**src/rtl/vga_pkg.sv**
```systemverilog
// Shared VGA stream types and constants.
// Sprite geometry, colour type, screen size.
package vga_pkg;

  localparam int SPR_W_LOG2 = 6;
  localparam int SPR_H_LOG2 = 6;
  localparam int SPR_W = 1 << SPR_W_LOG2;
  localparam int SPR_H = 1 << SPR_H_LOG2;

  localparam int HOR_PIXELS = 800;
  localparam int VER_PIXELS = 600;

  typedef logic [11:0] rgb_t;

  localparam rgb_t TRANSPARENT_DEF = 12'hF0F;

  typedef struct packed {
    logic [10:0] vcount;
    logic [10:0] hcount;
    logic        vsync;
    logic        vblnk;
    logic        hsync;
    logic        hblnk;
    rgb_t        rgb;
  } vga_t;

endpackage

```
**src/rtl/vga_if.sv**
```systemverilog
// VGA timing + colour bundle.
// Used between pixel pipeline stages.
interface vga_if;

  logic [10:0] vcount;
  logic [10:0] hcount;
  logic        vsync;
  logic        vblnk;
  logic        hsync;
  logic        hblnk;
  logic [11:0] rgb;

  modport in (
    input vcount, hcount, vsync,
    input vblnk, hsync, hblnk, rgb
  );

  modport out (
    output vcount, hcount, vsync,
    output vblnk, hsync, hblnk, rgb
  );

endinterface

```
**src/rtl/vga_delay.sv**
```systemverilog
// Fixed-depth delay line for a VGA bundle.
// Zero on reset so outputs never show stale timing.
module vga_delay
  import vga_pkg::*;
#(
  parameter int DEPTH = 2
) (
  input  logic clk,
  input  logic rst_n,
  input  vga_t d,
  output vga_t q
);

  vga_t [DEPTH-1:0] pipe;

  // shift register, stage 0 takes the input
  always_ff @(posedge clk or negedge rst_n) begin
    if (!rst_n) begin
      pipe <= '0;
    end else begin
      pipe[0] <= d;
      for (int i = 1; i < DEPTH; i++)
        pipe[i] <= pipe[i-1];
    end
  end

  assign q = pipe[DEPTH-1];

endmodule

```
**src/rtl/draw_sprite.sv**
```systemverilog
// Sprite overlay stage: frame-latched position,
// ROM address gen and 3-cycle composite.
module draw_sprite
  import vga_pkg::*;
#(
  parameter int   SPR_W_LOG2  = 6,
  parameter int   SPR_H_LOG2  = 6,
  parameter rgb_t TRANSPARENT = 12'hF0F
) (
  input  logic        clk,
  input  logic        rst_n,
  input  logic [11:0] xpos,
  input  logic [11:0] ypos,
  output logic [11:0] pixel_addr,
  input  logic [11:0] rgb_pixel,
  vga_if.in           vga_in,
  vga_if.out          vga_out
);

  localparam int AW = SPR_W_LOG2 + SPR_H_LOG2;

  vga_t        s0;
  vga_t        s2;
  logic        fs;
  logic [11:0] x_lat;
  logic [11:0] y_lat;
  logic [11:0] x_eff;
  logic [11:0] y_eff;
  logic [12:0] hx;
  logic [12:0] vy;
  logic [12:0] xl;
  logic [12:0] yl;
  logic        in_box;
  logic        in_box_d1;
  logic        in_box_d2;
  logic [SPR_W_LOG2-1:0] rel_x;
  logic [SPR_H_LOG2-1:0] rel_y;

  assign s0 = '{
    vcount: vga_in.vcount,
    hcount: vga_in.hcount,
    vsync:  vga_in.vsync,
    vblnk:  vga_in.vblnk,
    hsync:  vga_in.hsync,
    hblnk:  vga_in.hblnk,
    rgb:    vga_in.rgb
  };

  assign fs = (vga_in.vcount == 11'd0) &&
              (vga_in.hcount == 11'd0);

  // bypass so the (0,0) pixel already sees the new position
  assign x_eff = fs ? xpos : x_lat;
  assign y_eff = fs ? ypos : y_lat;

  // one spare bit keeps lat+size from wrapping
  assign hx = {2'b00, vga_in.hcount};
  assign vy = {2'b00, vga_in.vcount};
  assign xl = {1'b0, x_eff};
  assign yl = {1'b0, y_eff};

  // hit test against the effective sprite box
  always_comb begin
    in_box = !vga_in.vblnk && !vga_in.hblnk &&
             (hx >= xl) &&
             (hx < xl + 13'(1 << SPR_W_LOG2)) &&
             (vy >= yl) &&
             (vy < yl + 13'(1 << SPR_H_LOG2));
  end

  assign rel_x = vga_in.hcount[SPR_W_LOG2-1:0] -
                 x_eff[SPR_W_LOG2-1:0];
  assign rel_y = vga_in.vcount[SPR_H_LOG2-1:0] -
                 y_eff[SPR_H_LOG2-1:0];

  // position is sampled only at frame start
  always_ff @(posedge clk or negedge rst_n) begin
    if (!rst_n) begin
      x_lat <= '0;
      y_lat <= '0;
    end else if (fs) begin
      x_lat <= xpos;
      y_lat <= ypos;
    end
  end

  // ROM address and hit flag pipeline
  always_ff @(posedge clk or negedge rst_n) begin
    if (!rst_n) begin
      pixel_addr <= '0;
      in_box_d1  <= 1'b0;
      in_box_d2  <= 1'b0;
    end else begin
      pixel_addr <= in_box ? 12'(AW'({rel_y, rel_x})) : '0;
      in_box_d1  <= in_box;
      in_box_d2  <= in_box_d1;
    end
  end

  vga_delay #(
    .DEPTH (2)
  ) u_dly (
    .clk   (clk),
    .rst_n (rst_n),
    .d     (s0),
    .q     (s2)
  );

  // output register with sprite/background mux
  always_ff @(posedge clk or negedge rst_n) begin
    if (!rst_n) begin
      vga_out.vcount <= '0;
      vga_out.hcount <= '0;
      vga_out.vsync  <= 1'b0;
      vga_out.vblnk  <= 1'b0;
      vga_out.hsync  <= 1'b0;
      vga_out.hblnk  <= 1'b0;
      vga_out.rgb    <= '0;
    end else begin
      vga_out.vcount <= s2.vcount;
      vga_out.hcount <= s2.hcount;
      vga_out.vsync  <= s2.vsync;
      vga_out.vblnk  <= s2.vblnk;
      vga_out.hsync  <= s2.hsync;
      vga_out.hblnk  <= s2.hblnk;
      vga_out.rgb    <=
        (in_box_d2 && rgb_pixel != TRANSPARENT) ?
        rgb_pixel : s2.rgb;
    end
  end

endmodule
```
**src/flat_wrapper.sv**
```systemverilog
// flat-port wrapper written by rule: the top's interface ports become plain ports
module draw_sprite_flat import vga_pkg::*;
#(
  parameter int   SPR_W_LOG2  = 6,
  parameter int   SPR_H_LOG2  = 6,
  parameter rgb_t TRANSPARENT = 12'hF0F
)
  (clk, rst_n, xpos, ypos, pixel_addr, rgb_pixel, vga_in_vcount, vga_in_hcount, vga_in_vsync, vga_in_vblnk, vga_in_hsync, vga_in_hblnk, vga_in_rgb, vga_out_vcount, vga_out_hcount, vga_out_vsync, vga_out_vblnk, vga_out_hsync, vga_out_hblnk, vga_out_rgb);
  vga_if vga_in_i ();
  vga_if vga_out_i ();
  input  logic clk;
  input  logic rst_n;
  input  logic [11:0] xpos;
  input  logic [11:0] ypos;
  output logic [11:0] pixel_addr;
  input  logic [11:0] rgb_pixel;
  input wire logic [$bits(vga_in_i.vcount)-1:0] vga_in_vcount;
  input wire logic [$bits(vga_in_i.hcount)-1:0] vga_in_hcount;
  input wire logic [$bits(vga_in_i.vsync)-1:0] vga_in_vsync;
  input wire logic [$bits(vga_in_i.vblnk)-1:0] vga_in_vblnk;
  input wire logic [$bits(vga_in_i.hsync)-1:0] vga_in_hsync;
  input wire logic [$bits(vga_in_i.hblnk)-1:0] vga_in_hblnk;
  input wire logic [$bits(vga_in_i.rgb)-1:0] vga_in_rgb;
  output wire logic [$bits(vga_out_i.vcount)-1:0] vga_out_vcount;
  output wire logic [$bits(vga_out_i.hcount)-1:0] vga_out_hcount;
  output wire logic [$bits(vga_out_i.vsync)-1:0] vga_out_vsync;
  output wire logic [$bits(vga_out_i.vblnk)-1:0] vga_out_vblnk;
  output wire logic [$bits(vga_out_i.hsync)-1:0] vga_out_hsync;
  output wire logic [$bits(vga_out_i.hblnk)-1:0] vga_out_hblnk;
  output wire logic [$bits(vga_out_i.rgb)-1:0] vga_out_rgb;
  assign vga_in_i.vcount = vga_in_vcount;
  assign vga_in_i.hcount = vga_in_hcount;
  assign vga_in_i.vsync = vga_in_vsync;
  assign vga_in_i.vblnk = vga_in_vblnk;
  assign vga_in_i.hsync = vga_in_hsync;
  assign vga_in_i.hblnk = vga_in_hblnk;
  assign vga_in_i.rgb = vga_in_rgb;
  assign vga_out_vcount = vga_out_i.vcount;
  assign vga_out_hcount = vga_out_i.hcount;
  assign vga_out_vsync = vga_out_i.vsync;
  assign vga_out_vblnk = vga_out_i.vblnk;
  assign vga_out_hsync = vga_out_i.hsync;
  assign vga_out_hblnk = vga_out_i.hblnk;
  assign vga_out_rgb = vga_out_i.rgb;
  draw_sprite #(.SPR_W_LOG2(SPR_W_LOG2), .SPR_H_LOG2(SPR_H_LOG2), .TRANSPARENT(TRANSPARENT)) u_core (.clk(clk), .rst_n(rst_n), .xpos(xpos), .ypos(ypos), .pixel_addr(pixel_addr), .rgb_pixel(rgb_pixel), .vga_in(vga_in_i), .vga_out(vga_out_i));
endmodule
```
**config.mk**
```make
export PLATFORM = sky130hd
export DESIGN_NAME = draw_sprite_flat
export DESIGN_NICKNAME = d
export VERILOG_FILES = /design/src/rtl/vga_pkg.sv /design/src/rtl/vga_if.sv /design/src/rtl/vga_delay.sv /design/src/rtl/draw_sprite.sv /design/src/flat_wrapper.sv
export SDC_FILE = /design/constraint.sdc
export NUM_CORES = 1
export LEC_CHECK = 0
export BUFFER_PORTS_ARGS = -buffer_cell sky130_fd_sc_hd__buf_2
export CAP_MARGIN = 20
export CORE_ASPECT_RATIO = 0.75
export CORE_MARGIN = 5
export CORE_UTILIZATION = 35
export DETAILED_ROUTE_END_ITERATION = 8
export MAX_ROUTING_LAYER = met4
export SLEW_MARGIN = 10
export SYNTH_ARGS = -nofsm -noshare
export SYNTH_HDL_FRONTEND = slang
export SYNTH_SLANG_ARGS = --single-unit
```
**constraint.sdc**
```tcl
create_clock -name clk -period 2.67 [get_ports clk]
set_input_delay 0.534 -clock clk [delete_from_list [all_inputs] [get_ports clk]]
set_output_delay 0.534 -clock clk [all_outputs]
set_load 0.02 [all_outputs]
```
==> impl_metrics.tcl, run 1 <==
set metrics [dict create \
    cp.arrival_ps 3990 \
    rsz0062_at_grt "true" \
    grt_pass1_wl_um 21800 \
    final_area_um2 8140 \
    crit_path_top_delay_cell "or4_4" \
    critPathBufInv 3 \
    finalMaxSlewViolations 0 \
    setup_slack_ps -1020 \
    ff2ff_path_depth 10 \
    violations "setup timing" \
    dieArea_um2 19400 \
    peakVddDrop_v 0.000328 \
    via_count 3997 \
    intPower_w 0.00381 \
    p_sw_frac 0.249 \
    clk_pin_slew_ps 70 \
    clk_path_buf_depth 2 \
    core_um2 16200 \
    syn_nets 520 \
    die_w_um 159 \
    gr-total-overflow 0 \
    min_period_over_period 1.38 \
    share_comb_of_total_power 0.089 \
    rrSetupSlack_ps -90 \
    power.density_nw_per_um2 624 \
    num_rows 40 \
    setup_viol 13 \
    drc_errors 0 \
    grt_max_degree 60 \
    crit_required_ps 2970 \
    seqPwrFrac 0.476 \
    power_switching_w 0.00126 \
    die_height_um 122 \
    netlist_area_um2 5850 \
    leakage_nw 3.92 \
    mostFrequentLayoutCells "dfrtp_1, buf_2, buf_4" \
    synth_top_flop_cell "dfrtp_1" \
    firstDrtPassIters 4 \
    yosysSeqAreaShare 0.651 \
    max_freq_ghz 0.271 \
    synthCells 411 \
    stdcell_count 847 \
    synth_cell_types 55 \
    ant_nets 0 \
    ys_warn_count 0 \
    drv_cap 0 \
    grt_pass1_vias 4142 \
    gp_congestion 0.845 \
    max_stage_delay_ps 550 \
    cts_buffers 17 \
    root_buffer "clkbuf_16" \
    hold_path.class "in2async" \
    crit_top_cell "buf_12" \
    path_depth 15 \
    critPathKind "in2reg" \
    yosys-top-cells-area "dfrtp_1, ha_1, mux2i_1" \
    final_core_util 0.502 \
    clk-insertion-delay-late_ps 420 \
    cp-start-kind "input port" \
    hold_viol 0 \
    clock-sinks 152 \
    io_buffer_count 125 \
    grt.total_usage 0.149 \
    crit_path_max_fanout 13 \
    wl_per_cell_um 16.1 \
    first_iter_violations 177 \
    via_per_inst 4.72 \
    hpwlAfterDp_um 10200 \
    drt_wl_total_um 13600 \
    synth_edf_count 0 \
    layout.cells.most_common "dfrtp_1" \
    skew_ps 11.9 \
    antenna_found_initial 0 \
    finalPower_w 0.00508 \
    netlist.area_leader.share 0.651 \
    ys_ff_latch 152 \
    drive_gt1_frac 0.454 \
    path_cells "buf_2 -> or4_4 -> nor3_4 -> and2_4 -> buf_12 -> mux2_4 -> ha_2 -> fa_2 -> nor2b_2 -> o31a_1 -> o41ai_2 -> a221oi_2 -> o2111ai_2 -> buf_12 -> a2111oi_4" \
    cts_tree "built" \
    dp_cells 810 \
    placed_area_um2 7300 \
    cp_top_family "compound AO/OA/AOI/OAI gates" \
    relSlewSlack 0.620 \
    area_growth_pct 39.2 \
    yosysTopAreaCell "dfrtp_1" \
    ioPinCount 126 \
    fin_tns_setup_ps -12680 \
    htreeDepth 4 \
    worst_slew_pin_slew_ps 570 \
    diodes 0 \
    postSynth.asyncResetShare 1.00 \
    fin_crit_ps 3690 \
    layout.nets 733 \
    end_kind "register" \
    syn_avg_cell_area_um2 14.2 \
    start_util 0.360 \
    status "finished, violations left" \
    pwr-share-clk 0.435 \
]
## metal layers
layer / track usage / wire, µm / vias up
li1: - / - / 1887
met1: 0.198 / 6520 / 1981
met2: 0.220 / 6150 / 118
met3: 0.0507 / 792 / 11
met4: 0.0394 / 149 / 0
met5: - / 0 / -
## layout make-up
cell class              instances  area (µm²)
fillers                      1439        8080
flip-flops and latches        152        3800
well taps                     210         263
clock inverters                14         116
inverters                      31         116
clock buffers                  18         439
multi-input cells             219        2080
repair buffers                203        1310
## flip-flops by register name (all words and copies together) (netlist names)
signal                 cells
u_core.vga_out.vblnk       1
u_core.vga_out.hsync       1
u_core.vga_out.hcount     11
u_core.u_dly.pipe         38
u_core.vga_out.vsync       1
u_core.x_lat              12
u_core.y_lat              12
u_core.vga_out.rgb        12
u_core.vga_out.vcount     11
u_core.pixel_addr         12
u_core.u_dly.q            38
u_core.in_box_d1           1
u_core.in_box_d2           1
u_core.vga_out.hblnk       1
## final timing paths
path                                 startpoint                    end
max                           vga_in_vcount[10]   u_core.pixel_addr[9]
min                                       rst_n  u_core.u_dly.pipe[19]
max reg2reg                     u_core.x_lat[0]   u_core.pixel_addr[9]
min reg2reg                u_core.u_dly.pipe[6]      u_core.u_dly.q[6]
max in group asynchronous                 rst_n        u_core.x_lat[6]
min in group clk                 vga_in_rgb[11]  u_core.u_dly.pipe[11]
## timing repair
action / in CTS / in global routing
gates cloned: 0 / 1
hold buffers: 0 / 0
setup buffers: 1 / 3
pin swaps: 2 / 16
endpoints found under the hold margin: 0 / 0
setup endpoints to repair: 13 / 13
gates resized for setup: 13 / 21
## cell families after synthesis
group | synth area share
muxes | 0.0616
AOI/OAI and AO/OA | 0.0931
and+or+nand+nor | 0.0676
buffers and inverters | 0.0312
DFF | 0.651
adders and majority gates | 0.0732
xor gates and xnor gates | 0.0225
## power groups by stage
stage	clock network, W	registers [W]	logic [W]
finish	0.00221	0.00241	0.000451
global route	0.00239	0.00242	0.000499
CTS	0.00228	0.00242	0.000441
detailed placement	0	0.00246	0.000427
global placement	0	0.00246	0.000419
floorplan	0	0.00250	0.000125
## worst reg2reg max path, stage by stage (launching register included)
cell       delay, ps
dfrtp_1          360
mux2_4           280
ha_2             190
fa_2             350
nor2b_2          130
o31a_1           200
o41ai_2          100
a221oi_2         270
o2111ai_2        190
buf_12           210
a2111oi_4        390
## synth_stat cells, types with 3 or more instances
cell type	n
a2111oi_0	4
ha_1	31
a211oi_1	3
a21o_1	3
nand2_1	21
nand3_1	8
o21a_1	4
nor2_1	15
o21ai_0	13
a21oi_1	10
a2111oi_2	8
xnor2_1	9
buf_4	4
nor4_1	6
mux2i_1	18
mux2_2	16
inv_1	30
and3_1	3
dfrtp_1	152
xor2_1	6
## stage by stage
| step | setup slack (ps) | hold slack [ps] |
|---|---|---|
| after floorplan | -1360 | 238 |
| after global placement | -1510 | 332 |
| after detailed placement | -1540 | 335 |
| after CTS | -919 | 101 |
| after global routing | -1140 | 123 |
| final | -1020 | 86.7 |
(Power assumes the default switching activity.)
==> inputs of run 2 (changes only) <==
--- a/config.mk
+++ b/config.mk
@@ -9,9 +9,10 @@
 export CAP_MARGIN = 20
 export CORE_ASPECT_RATIO = 0.75
 export CORE_MARGIN = 5
-export CORE_UTILIZATION = 35
+export CORE_UTILIZATION = 45
 export DETAILED_ROUTE_END_ITERATION = 8
 export MAX_ROUTING_LAYER = met4
+export PLACE_DENSITY = 0.71
 export SLEW_MARGIN = 10
 export SYNTH_ARGS = -nofsm -noshare
 export SYNTH_HDL_FRONTEND = slang
==> run 2 against run 1 <==
  * The flow still finishes with violations (setup timing)
  * Critical path depth decreased by 1
  * Via count up 0.70%
  * Core utilization is 15 points higher
  * Final area rose by 2.3%
  * Global-route usage up 4.1 points
  * Largest power group is now the clock network
==> impl_metrics.tcl, run 2 (same netlist as run 1, synthesis figures left out) <==
set metrics [dict create \
    status "finished, violations left" \
    violations "setup timing" \
    start_util 0.455 \
    cts_tree "built" \
    ant_nets 0 \
    crit_required_ps 2980 \
    root_buffer "clkbuf_16" \
    dp_cells 785 \
    setup_slack_ps -977 \
    clock-sinks 152 \
    cts_buffers 17 \
    firstDrtPassIters 4 \
    clk_path_buf_depth 2 \
    hold_viol 0 \
    crit_end "u_core.pixel_addr[1]" \
    max_freq_ghz 0.274 \
    critPathKind "in2reg" \
    layout.cells.most_common "dfrtp_1" \
    end_kind "register" \
    critPathLaunch "vga_in_vcount[7]" \
    drc_errors 0 \
    gp_congestion 0.855 \
    drv_cap 0 \
    area_growth_pct 42.4 \
    hpwlAfterDp_um 9860 \
    worst_slew_pin_slew_ps 655 \
    hold_path.class "in2async" \
    drive_gt1_frac 0.463 \
    power.density_nw_per_um2 645 \
    via_count 4025 \
    finalPower_w 0.00537 \
    relSlewSlack 0.563 \
    crit_path_max_fanout 13 \
    mostFrequentLayoutCells "dfrtp_1, buf_2, buf_4" \
    num_rows 36 \
    crit_path_top_delay_cell "or4_4" \
    antenna_found_initial 0 \
    skew_ps 7.43 \
    wl_per_cell_um 16.8 \
    cp_top_family "compound AO/OA/AOI/OAI gates" \
    ff2ff_path_depth 10 \
    grt_pass1_vias 4242 \
    htreeDepth 4 \
    finalMaxSlewViolations 0 \
    ioPinCount 126 \
    stdcell_count 822 \
    fin_crit_ps 3650 \
    drt_wl_total_um 13800 \
    cp.arrival_ps 3960 \
    min_period_over_period 1.37 \
    io_buffer_count 125 \
    first_iter_violations 137 \
    rrSetupSlack_ps -140 \
    reg2reg_from "u_core.x_lat[0]" \
    cp-start-kind "input port" \
    max_stage_delay_ps 540 \
    via_per_inst 4.90 \
    final_core_util 0.648 \
    dieArea_um2 15400 \
    grt.total_usage 0.190 \
    path_depth 14 \
    clk_pin_slew_ps 60 \
    setup_viol 13 \
    rsz0062_at_grt "true" \
    clk-insertion-delay-late_ps 420 \
    path_cells "buf_6 -> or4_4 -> nor3_4 -> and2_4 -> mux2_4 -> ha_4 -> fa_2 -> nor2b_2 -> o31a_1 -> o41ai_4 -> a221oi_2 -> o2111ai_2 -> buf_12 -> a2111oi_4" \
    critPathBufInv 2 \
    core_um2 12800 \
    grt_pass1_wl_um 21600 \
    peakVddDrop_v 0.000432 \
    gr-total-overflow 0 \
    leakage_nw 4.03 \
    layout.nets 747 \
    r2r_end "u_core.pixel_addr[1]" \
    fin_tns_setup_ps -12240 \
    grt_max_degree 72 \
    die_w_um 142 \
    die_height_um 109 \
]
-- run 2: cell count changes in the layout (fill, tap and decap cells not counted), moves of 3 or more --
cell / previous run / this run
buf_4: 70 / 84
bufinv_16: 0 / 4
clkbuf_1: 0 / 4
nor4_2: 3 / 0
-- run 2: layout make-up --
cell class / instances / area (µm²)
antenna: 1 / 2.50
clock buffer: 21 / 440
clock inverter: 10 / 170
fill: 961 / 4510
inverter: 31 / 116
multi-input combinational: 219 / 2160
sequential: 152 / 3800
tap: 171 / 214
timing repair buffer: 217 / 1420
-- run 2: routing by layer --
| metal | part of all wire | track usage |
|---|---|---|
| met5 | 0 | - |
| met1 | 0.45 | 0.251 |
| met3 | 0.059 | 0.0517 |
| met2 | 0.48 | 0.288 |
| met4 | 0.011 | 0.0637 |
-- run 2: report_power, final --
part	leakage (nW)	total [W]	internal, W	switching (W)
Clock	0.288	0.00248	0.00157	0.000915
Sequential	1.86	0.00242	0.00239	0.0000225
Combinational	1.88	0.000468	0.000199	0.000269
-- run 2: metrics by stage --
stage / area (µm²) / hold WS (ps) / setup slack [ps]
floorplan: 5900 / 238 / -1360
global placement: 7340 / 331 / -1720
detailed placement: 7340 / 335 / -1860
CTS: 8160 / 121 / -928
global route: 8320 / 164 / -1150
finish: 8320 / 111 / -977
-- run 2: what timing repair did --
item / 4_1_cts / 5_1_grt
hold buffers: 0 / 0
pin swaps: 2 / 1
cloned: 0 / 1
endpoints found under the setup margin: 13 / 13
endpoints found under the hold margin: 0 / 0
buffers inserted: 2 / 2
resized for setup: 28 / 17
-- run 2: worst register-to-register path: stages (launching register included) --
cell,delay [ps]
dfrtp_1,360
mux2_4,290
ha_4,170
fa_2,350
nor2b_2,140
o31a_1,240
o41ai_4,90
a221oi_2,290
o2111ai_2,190
buf_12,200
a2111oi_4,380
-- run 2: worst min-delay path by stage --
stage                    startpoint                       end  depth (start not counted)
2_1_floorplan                 rst_n          u_core.in_box_d1                          0
3_3_place_gp     u_core.u_dly.q[13]      u_core.vga_out.hsync                          0
3_5_place_dp   u_core.u_dly.pipe[3]         u_core.u_dly.q[3]                          0
4_1_cts                       rst_n        u_core.u_dly.q[18]                          1
5_1_grt                       rst_n  u_core.vga_out.hcount[0]                          1
6_report                      rst_n  u_core.vga_out.vcount[0]                          1
==> inputs of run 3 (changes only) <==
--- a/config.mk
+++ b/config.mk
@@ -9,10 +9,9 @@
 export CAP_MARGIN = 20
 export CORE_ASPECT_RATIO = 0.75
 export CORE_MARGIN = 5
-export CORE_UTILIZATION = 45
+export CORE_UTILIZATION = 40
 export DETAILED_ROUTE_END_ITERATION = 8
 export MAX_ROUTING_LAYER = met4
-export PLACE_DENSITY = 0.71
 export SLEW_MARGIN = 10
 export SYNTH_ARGS = -nofsm -noshare
 export SYNTH_HDL_FRONTEND = slang
==> run 3 against run 2 <==
  * Sequential power barely moved
  * Sequential share of layout area is 1.2 points higher
  * Largest cell class unchanged
  * Via count down 2.9%
  * Die area is 11% higher
  * Wire length is 5.7% lower
  * Critical endpoint is now u_core.pixel_addr[2]
  * Critical path depth rose by 2
  * Final area down 2.7%
  * Clock skew is essentially flat
  * Core utilization down 8.6 points
  * The flow still finishes with violations (setup timing)
  * Worst hold slack better by 0.88 ps
  * Sequential cell count did not move
==> impl_metrics.tcl, run 3 (same netlist as run 1, synthesis figures left out) <==
set metrics [dict create \
    min_period_over_period 1.33 \
    dp_cells 812 \
    core_um2 14400 \
    wl_per_cell_um 15.4 \
    diodes 0 \
    cp-start-kind "input port" \
    max_stage_delay_ps 550 \
    layout.cells.most_common "dfrtp_1" \
    antenna_found_initial 0 \
    hold_path.class "in2async" \
    clk_pin_slew_ps 60 \
    ioPinCount 126 \
    critPathBufInv 4 \
    p_sw_frac 0.233 \
    post-place-ws_ps -1640 \
    grt_pass1_wl_um 21100 \
    intPower_w 0.00402 \
    ant_nets 0 \
    ff_latch_area_um2 3800 \
    grt.total_usage 0.166 \
    start_util 0.406 \
    hold_viol 0 \
    pwr-share-clk 0.454 \
    drive_gt1_frac 0.459 \
    via_count 3907 \
    final_core_util 0.562 \
    io_buffer_count 125 \
    drt_wl_total_um 13000 \
    die_w_um 150 \
    setup_slack_ps -873 \
    hpwlAfterDp_um 9820 \
    nFillCells 1227 \
    power_switching_w 0.00122 \
    first_iter_violations 151 \
    skew_ps 7.25 \
    cp.arrival_ps 3850 \
    drv_cap 0 \
    drc_errors 0 \
    leakage_nw 3.97 \
    power.density_nw_per_um2 647 \
    setup_viol 13 \
    violations "setup timing" \
    relSlewSlack 0.611 \
    num_rows 38 \
    die_height_um 115 \
    seqPwrFrac 0.461 \
    share_comb_of_total_power 0.085 \
    clock-sinks 152 \
    end_kind "register" \
    gp_congestion 0.858 \
    crit_required_ps 2970 \
    via_per_inst 4.63 \
    area_growth_pct 38.6 \
    crit_path_top_delay_cell "or4_4" \
    status "finished, violations left" \
    stdcell_count 843 \
    grt_max_degree 64 \
    multiInputGateArea_um2 2000 \
    firstDrtPassIters 5 \
    worst_slew_pin_slew_ps 584 \
    max_freq_ghz 0.282 \
    mostFrequentLayoutCells "dfrtp_1, buf_2, buf_4" \
    fin_crit_ps 3540 \
    rsz0062_at_grt "true" \
    finalMaxSlewViolations 0 \
    critPathKind "in2reg" \
    clk_path_buf_depth 2 \
    cts_tree "built" \
    clk-insertion-delay-late_ps 410 \
    grt_pass1_vias 4125 \
    htreeDepth 4 \
    cp_top_family "simple AND/OR/NAND/NOR gates" \
    crit_path_max_fanout 13 \
    cts_buffers 17 \
    layout.nets 741 \
    finalPower_w 0.00524 \
    path_cells "buf_6 -> or4_4 -> nor3_4 -> and2_4 -> mux2i_2 -> inv_1 -> ha_1 -> inv_2 -> ha_4 -> a211o_1 -> nor2_2 -> o221ai_2 -> a21oi_2 -> o2111ai_2 -> buf_12 -> a2111oi_4" \
    peakVddDrop_v 0.000376 \
    root_buffer "clkbuf_16" \
    dieArea_um2 17200 \
    gr-total-overflow 0 \
]
## run 3: cell types whose count changed in the layout (fill, tap and decap cells not counted), sizes merged
cell	before	now
clkinv	3	4
inv	32	35
clkbuf	22	19
buf	216	211
bufinv	4	2
clkinvlp	2	1
diode	1	0
## run 3: through the flow
stage / hold slack [ps] / setup TNS (ps) / cell area, µm²
floorplan: 238 / -17080 / 5900
global placement: 332 / -19940 / 7360
detailed placement: 335 / -20750 / 7360
CTS: 121 / -11030 / 8080
global route: 142 / -13010 / 8100
finish: 112 / -10950 / 8100
## run 3: metal layers
layer	up-vias	wire length [µm]	share of wire	track usage
li1	1903	-	-	-
met1	1905	6320	0.49	0.230
met2	90	5900	0.45	0.244
met3	9	679	0.052	0.0463
met4	0	116	0.0089	0.0384
met5	-	0	0	-
## run 3: final timing paths
kind                                      start                        to  slack (ps)  depth (start not counted)
min in group clk                  vga_in_rgb[7]      u_core.u_dly.pipe[7]         220                          1
min                                       rst_n     u_core.u_dly.pipe[28]         110                          1
min reg2reg                u_core.u_dly.pipe[1]         u_core.u_dly.q[1]         340                          0
max in group asynchronous                 rst_n  u_core.vga_out.hcount[6]        1870                          2
max reg2reg                     u_core.y_lat[7]      u_core.pixel_addr[2]         -30                         12
max                            vga_in_vcount[7]      u_core.pixel_addr[2]        -870                         16
## run 3: power by group through the flow
stage | combinational, W | clock [W] | sequential, W
3_5_place_dp | 0.000432 | 0 | 0.00246
6_report | 0.000446 | 0.00238 | 0.00242
2_1_floorplan | 0.000125 | 0 | 0.00250
4_1_cts | 0.000449 | 0.00244 | 0.00242
5_1_grt | 0.000493 | 0.00256 | 0.00242
3_3_place_gp | 0.000426 | 0 | 0.00246
## run 3: area by class of cell
| class | count | area share |
|---|---|---|
| flip-flops and latches | 152 | 0.469 |
| multi-input cells | 219 | 0.247 |
| repair buffers | 211 | 0.165 |
| clock buffers | 19 | 0.0559 |
| inverters | 31 | 0.0144 |
| well taps | 200 | 0.0309 |
| clock inverters | 11 | 0.0170 |
## run 3: what timing repair did
item	4_1_cts	5_1_grt
hold buffers	0	0
gates resized for setup	23	5
hold endpoints to repair	0	0
setup buffers	1	0
pin swaps	2	2
endpoints found under the setup margin	13	13
## run 3: worst reg2reg max path: cells and delay by family, from the launching register on
kind / cells / cell delay (ps)
muxes: 1 / 190
adders and majority gates: 2 / 490
and+or+nand+nor: 1 / 110
DFF: 1 / 390
AOI/OAI and AO/OA: 5 / 1050
buffers and inverters: 3 / 380
